File: src/rtl/cpu_pkg.sv
// Shared CPU constants: datapath widths, writeback requester indices and arbiter defaults.
// Also holds the saturating counter helper used by the writeback arbiter.
package cpu_pkg;

    localparam int XLEN               = 32;
    localparam int AW                 = 5;

    localparam int WB_ALU             = 0;
    localparam int WB_LSU             = 1;
    localparam int WB_MDU             = 2;

    localparam int STARVE_MAX_DEFAULT = 7;

    function automatic logic [7:0] sat_inc(input logic [7:0] v);
        return (v == 8'hFF) ? v : v + 8'd1;
    endfunction

endpackage

File: src/rtl/rr_arbiter.sv
// Generic one-hot rotating-priority arbiter with its own pointer register.
// Defining RF_WB_FIXED_PRIO_EN removes the pointer and gives index 0 fixed top priority.
module rr_arbiter #(
    parameter int N = 3
) (
    input  logic         clk,
    input  logic         rst,
    input  logic [N-1:0] valid,
    output logic [N-1:0] grant
);

`ifdef RF_WB_FIXED_PRIO_EN

    always_comb begin
        grant = '0;
        for (int i = 0; i < N; i++) begin
            if (valid[i] && (grant == '0)) begin
                grant[i] = 1'b1;
            end
        end
        if (rst) begin
            grant = '0;
        end
    end

`else

    localparam int PW = $clog2(N);

    logic [PW-1:0] ptr;
    logic [PW-1:0] ptr_next;

    // Search begins at ptr and wraps; the first valid requester found wins.
    always_comb begin
        int   idx;
        logic found;
        idx   = 0;
        found = 1'b0;
        grant = '0;
        for (int k = 0; k < N; k++) begin
            idx = (int'(ptr) + k) % N;
            if (!found && valid[idx]) begin
                grant[idx] = 1'b1;
                found      = 1'b1;
            end
        end
        if (rst) begin
            grant = '0;
        end
    end

    always_comb begin
        ptr_next = ptr;
        for (int i = 0; i < N; i++) begin
            if (grant[i]) begin
                ptr_next = PW'((i + 1) % N);
            end
        end
    end

    always_ff @(posedge clk or posedge rst) begin
        if (rst) begin
            ptr <= '0;
        end else begin
            ptr <= ptr_next;
        end
    end

`endif

endmodule

File: src/rtl/rf_wb_arbiter.sv
// Register-file write port arbiter: round-robin grant, registered write stage, x0 filter, starvation flags.
// Build with RF_WB_FIXED_PRIO_EN for fixed priority (index 0 highest) instead of round-robin.
module rf_wb_arbiter #(
    parameter int NUM_REQ    = 3,
    parameter int XLEN       = cpu_pkg::XLEN,
    parameter int AW         = cpu_pkg::AW,
    parameter int STARVE_MAX = cpu_pkg::STARVE_MAX_DEFAULT
) (
    input  logic                    clk,
    input  logic                    rst,
    input  logic [NUM_REQ-1:0]      req_valid,
    input  logic [NUM_REQ*AW-1:0]   req_addr,
    input  logic [NUM_REQ*XLEN-1:0] req_data,
    output logic [NUM_REQ-1:0]      req_ready,
    output logic                    wr_en,
    output logic [AW-1:0]           wr_addr,
    output logic [XLEN-1:0]         wr_data,
    output logic                    pend_addr_vld,
    output logic [NUM_REQ-1:0]      starve
);
    import cpu_pkg::*;

    logic [AW-1:0]   gnt_addr;
    logic [XLEN-1:0] gnt_data;
    logic            xfer;
    logic [7:0]      wait_cnt [NUM_REQ];

    rr_arbiter #(.N(NUM_REQ)) u_arb (
        .clk   (clk),
        .rst   (rst),
        .valid (req_valid),
        .grant (req_ready)
    );

    // Grant is one-hot, so OR-ing the masked slices selects the winner.
    always_comb begin
        gnt_addr = '0;
        gnt_data = '0;
        for (int i = 0; i < NUM_REQ; i++) begin
            if (req_ready[i]) begin
                gnt_addr = gnt_addr | req_addr[i*AW +: AW];
                gnt_data = gnt_data | req_data[i*XLEN +: XLEN];
            end
        end
    end

    assign xfer = |req_ready;

    // Writes to x0 still complete the handshake and occupy the stage, but never enable the RF.
    always_ff @(posedge clk or posedge rst) begin
        if (rst) begin
            wr_en         <= 1'b0;
            pend_addr_vld <= 1'b0;
            wr_addr       <= '0;
            wr_data       <= '0;
        end else begin
            pend_addr_vld <= xfer;
            wr_en         <= xfer && (gnt_addr != '0);
            if (xfer) begin
                wr_addr <= gnt_addr;
                wr_data <= gnt_data;
            end
        end
    end

    always_ff @(posedge clk or posedge rst) begin
        if (rst) begin
            for (int i = 0; i < NUM_REQ; i++) begin
                wait_cnt[i] <= 8'd0;
            end
        end else begin
            for (int i = 0; i < NUM_REQ; i++) begin
                if (req_valid[i] && !req_ready[i]) begin
                    wait_cnt[i] <= sat_inc(wait_cnt[i]);
                end else begin
                    wait_cnt[i] <= 8'd0;
                end
            end
        end
    end

    always_comb begin
        starve = '0;
        for (int i = 0; i < NUM_REQ; i++) begin
            starve[i] = (wait_cnt[i] >= 8'(STARVE_MAX));
        end
    end

endmodule
File: config.mk
export PLATFORM = sky130hd
export DESIGN_NAME = rf_wb_arbiter
export DESIGN_NICKNAME = d
export VERILOG_FILES = /design/src/rtl/cpu_pkg.sv /design/src/rtl/rr_arbiter.sv /design/src/rtl/rf_wb_arbiter.sv
export SDC_FILE = /design/constraint.sdc
export NUM_CORES = 1
export LEC_CHECK = 0
export ABC_AREA = 1
export BUFFER_PORTS_ARGS = -buffer_cell sky130_fd_sc_hd__buf_2
export CAP_MARGIN = 10
export CORE_MARGIN = 3
export CORE_UTILIZATION = 44
export CTS_CLUSTER_DIAMETER = 100
export CTS_CLUSTER_SIZE = 30
export DETAILED_ROUTE_END_ITERATION = 16
export PLACE_DENSITY_LB_ADDON = 0.3
export SYNTH_ARGS = -nofsm -noshare
export SYNTH_HDL_FRONTEND = slang
export SYNTH_SLANG_ARGS = --single-unit
File: constraint.sdc
create_clock -name clk -period 9.1 [get_ports clk]
set_input_delay 0.91 -clock clk [delete_from_list [all_inputs] [get_ports clk]]
set_output_delay 0.91 -clock clk [all_outputs]
set_load 0.01 [all_outputs]
==> out/metrics.csv, run 1 <==
metric,value,unit
fill_cells,715,
core,7450,um2
overflow,0,
vias,3629,
cts_tree,done,
yosys_warnings,0,
post_cts_buffers,0,
setup_violations,0,
nets,733,
drtAntennaViolNets,0,
portBuffers,160,
dp_hpwl,7.13,mm
syn_inst,452,
final_cell_mix,"nand2_1 (163), buf_2 (160), dfrtp_1 (65)",
synthToLayoutAreaGrowth,30.6,%
maxCapViolations,0,
final_common_cell,nand2_1,
clkTransAtPathRegs,0.07,ns
cts_root_buf,clkbuf_8,
period_minus_slack,4.04,ns
drive_gt1_frac,0.317,
cp-start-kind,flip-flop,
antenna_found_initial,0,
rsz0062_at_grt,false,
die_area,9020,um2
critPathRequiredTime,8.19,ns
fmax,0.248,GHz
floorplan.initialDensity,0.468,
h-tree-depth,3,
grtUsageTotal,0.216,
slew_viol_final,0,
path_class,reg2out,
slew_headroom,0.369,
cts_sinks,65,
placedCellCount,698,
synth_edf_count,0,
num_rows,31,
outcome,finished clean,
hold_path.class,reg2reg,
setup.worst_path.end_class,output pin,
gp_congestion,0.809,
drc,0,
place_ws,5.22,ns
routedWlPerCell,13.2,um
hold_buffers,0,
worst_pin_slew,0.941,ns
yosysSeqAreaShare,0.467,
grt_start_max_net_pins,82,
cp.arrival,3.13,ns
grt_pass1_vias,3399,
hold_viol_final,0,
fin_crit_sh,0.444,
synth_area,3480,um2
leakage,0.00239,uW
die_w,95.0,um
setup_ws,5.06,ns
syn-num-nets,575,
dr.pass1.iters,6,
ir_drop,0.143,mV
synth_cell_types,30,
totalWireLength,9.40,mm
cts_resized,0,
final_cells,714,
io_pins,161,
async_flop_share,1.00,
finalSetupTns,0,ns
die_height,95.0,um
antennaDiodeCount,0,
ys_ff_latch,65,
syn_avg_cell_area,7.71,um2
drt_iter0_markers,165,
critPathMaxFanout,35,
clk_latency,0.34,ns
clk_path_buf_depth,2,
p_per_area,328,nW/um2
cts_made_buffers,9,
synthFlopType,dfrtp_1,
skew,0.00631,ns
grt_pass1_wl,15.1,mm
avgViaCountPerCell,5.08,
registers in the layout (all words and copies together), names as in the netlist:
signal / flops
wr_addr: 5
pend_addr_vld: 1
wr_data: 32
wr_en: 1
wait_cnt: 24
u_arb.ptr: 2
cells in the mapped netlist, types with 2 or more instances:
cell type,instances,share of area
nand4_1,37,0.066
nand3_2,2,0.0057
nand3_1,49,0.070
buf_2,10,0.014
clkinv_1,2,0.0022
nor3_1,9,0.013
nor2_1,25,0.027
inv_2,6,0.0065
dfrtp_1,65,0.47
ha_1,7,0.025
nand2_1,163,0.18
inv_1,25,0.027
a21oi_1,7,0.010
xor2_1,4,0.010
nand2_2,5,0.0090
a21o_1,4,0.0086
o21ai_0,14,0.020
a211oi_1,4,0.0086
buf_6,3,0.0097
kinds of logic after synthesis:
family,share of synthesized area
xor gates and xnor gates,0.0126
AOI/OAI and AO/OA,0.0539
adders and majority gates,0.0251
buffers and inverters,0.0625
DFF,0.467
and+or+nand+nor,0.379
power by group:
part / internal, uW / total [uW] / switching [uW]
sequential: 405 / 468 / 62.8
combinational: 266 / 758 / 492
clock: 161 / 267 / 106
worst max-delay path, stage by stage (launching register included):
cell      delay [ns]
dfrtp_1         0.38
inv_1           0.09
ha_1            0.39
inv_2           0.13
nand2_1         0.06
nand3_1         0.06
nand2_1         0.10
nand3_1         0.10
nand3_2         0.14
nand2_1         0.14
clkinv_1        0.76
buf_2           0.42
final cells by class:
| class | instances | area [um2] | share of cell area |
|---|---|---|---|
| repair buffers | 161 | 808 | 0.178 |
| multi-input cells | 339 | 1640 | 0.361 |
| clock buffers | 11 | 141 | 0.0311 |
| inverters | 34 | 130 | 0.0286 |
| flip-flops and latches | 65 | 1630 | 0.358 |
| well taps | 99 | 124 | 0.0272 |
| clock inverters | 5 | 78.8 | 0.0173 |
stage by stage:
step	hold slack, ns	total power [uW]	utilization	area, um2
after floorplan	0.513	1020	-	3480
after global placement	0.461	1220	0.581	4330
after detailed placement	0.461	1240	0.581	4330
after CTS	0.479	1510	0.611	4550
after global routing	0.502	1630	0.611	4550
final	0.473	1490	0.611	4550
per-layer routing:
metal	track usage	vias to the layer above	part of all wire
met4	0.119	0	0.037
met5	0	-	0
met1	0.267	1608	0.40
met3	0.0382	27	0.078
met2	0.358	172	0.48
li1	-	1822	-
path summary, 6_finish.rpt:
| check | startpoint | end | slack (ns) | cells after the start |
|---|---|---|---|---|
| hold / removal | wr_addr[4]$_DFFE_PP0P_ | wr_addr[4]$_DFFE_PP0P_ | 0.47 | 2 |
| min in group asynchronous | rst | wr_addr[3]$_DFFE_PP0P_ | 0.85 | 3 |
| max in group asynchronous | rst | wait_cnt[4]$_DFFE_PP0P_ | 7.63 | 3 |
| setup reg to reg | u_arb.ptr[0]$_DFFE_PP0P_ | wr_en$_DFF_PP0_ | 6.05 | 14 |
| hold reg to reg | wr_addr[4]$_DFFE_PP0P_ | wr_addr[4]$_DFFE_PP0P_ | 0.47 | 2 |
| setup / recovery | u_arb.ptr[0]$_DFFE_PP0P_ | req_ready[2] | 5.06 | 11 |
No activity file was read; power rests on OpenSTA's default activity.
==> inputs of run 2 (changes only) <==
--- a/config.mk
+++ b/config.mk
@@ -5,7 +5,7 @@
 export SDC_FILE = /design/constraint.sdc
 export NUM_CORES = 1
 export LEC_CHECK = 0
-export ABC_AREA = 1
+export ABC_AREA = 0
 export BUFFER_PORTS_ARGS = -buffer_cell sky130_fd_sc_hd__buf_2
 export CAP_MARGIN = 10
 export CORE_MARGIN = 3
==> constraint.sdc (replaced) <==
create_clock -name clk -period 4 [get_ports clk]
set_input_delay 0.4 -clock clk [delete_from_list [all_inputs] [get_ports clk]]
set_output_delay 0.4 -clock clk [all_outputs]
set_load 0.01 [all_outputs]
==> run 2 against run 1 <==
  * Combinational power grew 98%
  * Largest power group unchanged
  * Via count fell by 9.7%
  * Worst setup slack worse by 4.2 ns
  * Critical endpoint is now req_ready[1]
==> out/metrics.csv, run 2 <==
metric,value,unit,change
outcome,finished clean,,
synth_area,3450,um2,-1.0%
path_class,reg2out,,
synth_cell_types,45,,+50%
core,7450,um2,unchanged
io_pins,161,,unchanged
grt_start_max_net_pins,40,,-51%
portBuffers,160,,unchanged
synth_edf_count,0,,unchanged
num_rows,31,,unchanged
gp_congestion,0.893,,+10%
synthToLayoutAreaGrowth,31.3,%,
placedCellCount,561,,-20%
fin_crit_sh,0.780,,
die_height,94.5,um,-0.47%
clk_path_buf_depth,2,,unchanged
h-tree-depth,3,,unchanged
syn_inst,316,,-30%
drt_iter0_markers,133,,-19%
reg2reg_slack,0.98,ns,-5.07 ns
dp_hpwl,7.33,mm,+2.9%
cp_num_buf_inv,2,,-2
top_register,wr_data,,
final_util,0.608,,-0.00252
largest_register_ffs,32,,unchanged
final_common_cell,buf_2,,
period_minus_slack,3.12,ns,
hold_buffers,0,,unchanged
syn_avg_cell_area,10.9,um2,+42%
maxCapViolations,0,,unchanged
drc,0,,unchanged
cts_sinks,65,,unchanged
async_flop_share,1.00,,unchanged
antennaDiodeCount,0,,unchanged
ir_drop,0.436,mV,+200%
syn-num-nets,439,,-24%
clk_latency,0.35,ns,about the same
yosys_warnings,0,,unchanged
yosysMostFrequentCell,dfrtp_1,,
whs,0.212,ns,-0.261 ns
critPathRequiredTime,3.60,ns,-4.59 ns
skew,0.00894,ns,+0.00263 ns
yosysTopAreaCell,dfrtp_1,,
yosys-top-cells-count,"dfrtp_1 (65), a221o_1 (37), a22o_1 (36)",,
post_cts_buffers,0,,unchanged
setup_ws,0.882,ns,-4.18 ns
hold_viol_final,0,,unchanged
totalWireLength,9.83,mm,+4.6%
place_ws,1.03,ns,-4.19 ns
setup_violations,0,,unchanged
yosysSeqAreaShare,0.472,,+0.00474
cts_tree,done,,
cp-start-kind,flip-flop,,
clkTransAtPathRegs,0.08,ns,about the same
cts_made_buffers,9,,unchanged
rsz0062_at_grt,false,,
critPathMaxFanout,24,,-31%
routedWlPerCell,17.0,um,+29%
cp.arrival,2.72,ns,-0.41 ns
crit_family,compound AO/OA/AOI/OAI gates,,
vias,3276,,-9.7%
leakage,0.00227,uW,-4.7%
path_cells,inv_1 > ha_1 > nor2b_2 > o21ai_1 > nand2_1 > o21ai_4 > buf_2,,
avgViaCountPerCell,5.68,,+12%
slew_headroom,0.532,,+0.163
final_cell_mix,"buf_2 (160), dfrtp_1 (65), a221o_1 (37)",,
grt_pass1_vias,3127,,-8.0%
drive_gt1_frac,0.402,,+0.0846
nets,596,,-19%
ys_ff_latch,65,,unchanged
top_regs,"wr_data: 32 flops, wait_cnt: 24 flops, wr_addr: 5 flops",,
p_per_area,698,nW/um2,+110%
floorplan.initialDensity,0.463,,-0.00470
die_w,94.5,um,-0.47%
slew_viol_final,0,,unchanged
antenna_found_initial,0,,unchanged
dr.pass1.iters,4,,-2
drtAntennaViolNets,0,,unchanged
setup.worst_path.end_class,output pin,,
crit_slowest_cell,o21ai_4,,
grtUsageTotal,0.217,,+0.000786
synth_area_leaders,"dfrtp_1 (47%), a221o_1 (11%), a22o_1 (9.1%)",,
fmax,0.321,GHz,
overflow,0,,unchanged
slowest_delay,0.60,ns,-0.16 ns
cts_resized,0,,unchanged
finalSetupTns,0,ns,unchanged
final_cells,577,,-19%
worst_pin_slew,0.699,ns,-0.242 ns
die_area,8940,um2,-0.93%
cts_root_buf,clkbuf_8,,
hold_path.class,in2async,,
synthFlopType,dfrtp_1,,
grt_pass1_wl,15.1,mm,about the same
netlist.area_leader.share,0.472,,+0.00474
==> run 2: final cells by class <==
| cell class | count | area [um2] |
|---|---|---|
| timing repair buffer | 167 | 853 |
| fill | 638 | 2920 |
| tap | 99 | 124 |
| inverter | 8 | 30.0 |
| multi-input combinational | 222 | 1680 |
| clock inverter | 6 | 91.3 |
| sequential | 65 | 1630 |
| clock buffer | 10 | 128 |
==> run 2: worst register-to-register path, delay by kind of cell (launching register included) <==
family | cells | cell delay, ns
AOI/OAI and AO/OA | 2 | 0.87
DFF | 1 | 0.40
adders and majority gates | 1 | 0.39
and+or+nand+nor | 4 | 0.79
buffers and inverters | 2 | 0.46
==> run 2: power breakdown <==
| part | internal [uW] | switching (uW) |
|---|---|---|
| combinational | 704 | 797 |
| clock | 353 | 269 |
| sequential | 900 | 141 |
| total | 1960 | 1210 |
==> run 2: cell families after synthesis <==
logic type | synth area share
buffers and inverters | 0.0482
adder cells (fa/ha/maj) | 0.0254
AND/OR/NAND/NOR | 0.145
flip-flops | 0.472
multiplexers | 0.0174
XOR/XNOR | 0.0305
AO/OA/AOI/OAI | 0.262
==> run 2: through the flow <==
| stage | cell area (um2) | total power [uW] |
|---|---|---|
| after CTS | 4530 | 3180 |
| final | 4530 | 3160 |
| after global placement | 4310 | 2510 |
| after floorplan | 3450 | 2100 |
| after global routing | 4530 | 3360 |
| after detailed placement | 4310 | 2550 |
==> run 2: worst paths after layout <==
| path | start | to | cells past startpoint |
|---|---|---|---|
| min reg2reg | wr_data[2]$_DFFE_PP0P_ | wr_data[2]$_DFFE_PP0P_ | 1 |
| max | u_arb.ptr[0]$_DFFE_PP0P_ | req_ready[1] | 7 |
| min in group clk | req_data[14] | wr_data[14]$_DFFE_PP0P_ | 2 |
| max reg2reg | u_arb.ptr[0]$_DFFE_PP0P_ | wait_cnt[15]$_DFFE_PP0P_ | 9 |
| max in group asynchronous | rst | wr_data[31]$_DFFE_PP0P_ | 3 |
| min | rst | wr_data[24]$_DFFE_PP0P_ | 2 |
==> run 2: routing by layer <==
layer  wire (um)  part of all wire  global-route usage
met3         818             0.083              0.0558
met1        4070              0.41               0.288
met4         135             0.014              0.0805
met5           0                 0                   0
met2        4800              0.49               0.343
==> inputs of run 3 (changes only) <==
==> constraint.sdc (replaced) <==
create_clock -name clk -period 3.2 [get_ports clk]
set_input_delay 0.32 -clock clk [delete_from_list [all_inputs] [get_ports clk]]
set_output_delay 0.32 -clock clk [all_outputs]
set_load 0.01 [all_outputs]
==> run 3 against run 2 <==
  * Sequential power increased by 26%
  * Core utilization increased by 0.49 points
  * Via count up 1.4%
  * Sequential share of layout area shrank 0.29 points
  * Flip-flop and latch count unchanged
  * Cell area is 0.80% higher
  * Non-clock buffer count is 2 higher
  * Die area is the same
  * Combinational power grew 29%
  * Critical path type unchanged
  * Critical endpoint is now req_ready[0]
  * Highest routed layer is now met5
==> out/metrics.csv, run 3 (synthesis results as in run 2) <==
metric,value,unit,change
hold_buffers,0,,unchanged
cts_sinks,65,,unchanged
final_cell_mix,"buf_2 (160), dfrtp_1 (65), a221o_1 (37)",,
p_int,2510,uW,+28%
hold_path.class,in2async,,
num_rows,31,,unchanged
core,7450,um2,unchanged
hold_viol_final,0,,unchanged
antenna_found_initial,1,,+1
reg2reg_depth,9,,unchanged
grt_pass1_wl,15.9,mm,+5.2%
outcome,finished clean,,
critPathMaxFanout,10,,-58%
routedWlPerCell,17.4,um,+2.3%
p_per_area,883,nW/um2,+26%
grt_use_met3,0.0510,,-0.00478
die_height,94.5,um,unchanged
p_comb_frac,0.478,,+0.004
vias,3322,,+1.4%
fill_cells,637,,-0.16%
die_area,8940,um2,unchanged
use_met2,0.358,,+0.0148
placedCellCount,563,,+0.36%
finalSetupTns,0,ns,unchanged
portBuffers,160,,unchanged
grtUsageTotal,0.228,,+0.0104
clk_path_buf_depth,2,,unchanged
slew_headroom,0.637,,+0.105
io_pins,161,,unchanged
clock_power_share,0.198,,about the same
grt_start_max_net_pins,42,,+5.0%
grt_pass1_vias,3259,,+4.2%
leakage,0.00230,uW,+1.3%
largest_register_ffs,32,,unchanged
antennaDiodeCount,0,,unchanged
cts_resized,0,,unchanged
die_w,94.5,um,unchanged
overflow,0,,unchanged
cts_made_buffers,9,,unchanged
fin_crit_sh,0.899,,
cts_tree,done,,
top_regs,"wr_data: 32 flops, wait_cnt: 24 flops, wr_addr: 5 flops",,
dp_hpwl,7.72,mm,+5.3%
fmax,0.347,GHz,
maxCapViolations,0,,unchanged
totalWireLength,10.1,mm,+2.6%
period_minus_slack,2.88,ns,
swShare,0.377,,-0.00463
final_cells,579,,+0.35%
setup.worst_path.end_class,output pin,,
whs,0.105,ns,-0.107 ns
cp-start-kind,flip-flop,,
h-tree-depth,3,,unchanged
cts_root_buf,clkbuf_8,,
top_register,wr_data,,
path_class,reg2out,,
dr.pass1.iters,5,,+1
skew,0.00835,ns,-0.000581 ns
drtAntennaViolNets,0,,unchanged
gp_congestion,0.894,,+0.15%
floorplan.initialDensity,0.463,,unchanged
cp.arrival,2.56,ns,-0.16 ns
drive_gt1_frac,0.406,,+0.00458
worst_pin_slew,0.544,ns,-0.155 ns
nets,598,,+0.34%
synthToLayoutAreaGrowth,32.4,%,
critPathRequiredTime,2.88,ns,-0.72 ns
rsz0062_at_grt,false,,
drc,0,,unchanged
p_sw,1520,uW,+26%
post_cts_buffers,0,,unchanged
clk_latency,0.34,ns,about the same
final_common_cell,buf_2,,
avgViaCountPerCell,5.74,,+1.1%
clkTransAtPathRegs,0.08,ns,about the same
drt_iter0_markers,130,,-2.3%
slew_viol_final,0,,unchanged
busiest_layer,met2,,
setup_violations,0,,unchanged
grt_use_met1,0.310,,+0.0219
seq_power_share,0.324,,-0.005
ir_drop,0.446,mV,+2.3%
-- run 3: area by class of cell --
class	instances	area (um2)	share of cell area
clock buffer	10	138	0.0301
clock inverter	6	90.1	0.0197
inverter	8	30.0	0.00658
multi-input combinational	222	1680	0.367
sequential	65	1630	0.356
tap	99	124	0.0271
timing repair buffer	169	881	0.193
-- run 3: per-layer routing --
metal	vias up	part of all wire
met5	-	0.0011
met4	2	0.016
met3	17	0.075
met2	148	0.49
met1	1606	0.42
li1	1549	-
-- run 3: power groups by stage --
stage                     clock network, uW  logic [uW]  registers [uW]
after floorplan                           0        1220            1400
after global placement                    0        1880            1310
after detailed placement                  0        1930            1310
after CTS                               809        1930            1300
after global routing                    841        2090            1340
final                                   797        1930            1310
-- run 3: critical path, stage by stage (launching register included) --
cell,delay [ns]
dfrtp_1,0.42
inv_1,0.09
ha_1,0.38
mux2i_1,0.30
a311o_1,0.22
nand4_1,0.15
a31oi_4,0.29
buf_4,0.23
buf_2,0.14
-- run 3: stage by stage --
stage | total power, uW | area [um2] | util | setup WS (ns)
final | 4030 | 4570 | 0.613 | 0.322
after global routing | 4280 | 4570 | 0.613 | 0.190
after CTS | 4040 | 4570 | 0.613 | 0.314
after detailed placement | 3240 | 4340 | 0.583 | 0.488
after global placement | 3200 | 4340 | 0.583 | 0.549
after floorplan | 2620 | 3450 | - | 0.833
-- run 3: path summary, 6_finish.rpt --
| kind | start | to | slack, ns |
|---|---|---|---|
| setup / recovery | u_arb.ptr[1]$_DFFE_PP0P_ | req_ready[0] | 0.32 |
| hold / removal | rst | wait_cnt[0]$_DFFE_PP0P_ | 0.11 |
| setup reg to reg | u_arb.ptr[0]$_DFFE_PP0P_ | wr_data[0]$_DFFE_PP0P_ | 0.45 |
| hold reg to reg | wr_data[1]$_DFFE_PP0P_ | wr_data[1]$_DFFE_PP0P_ | 0.51 |
| max in group asynchronous | rst | wr_data[26]$_DFFE_PP0P_ | 2.16 |
| min in group clk | req_data[19] | wr_data[19]$_DFFE_PP0P_ | 0.20 |
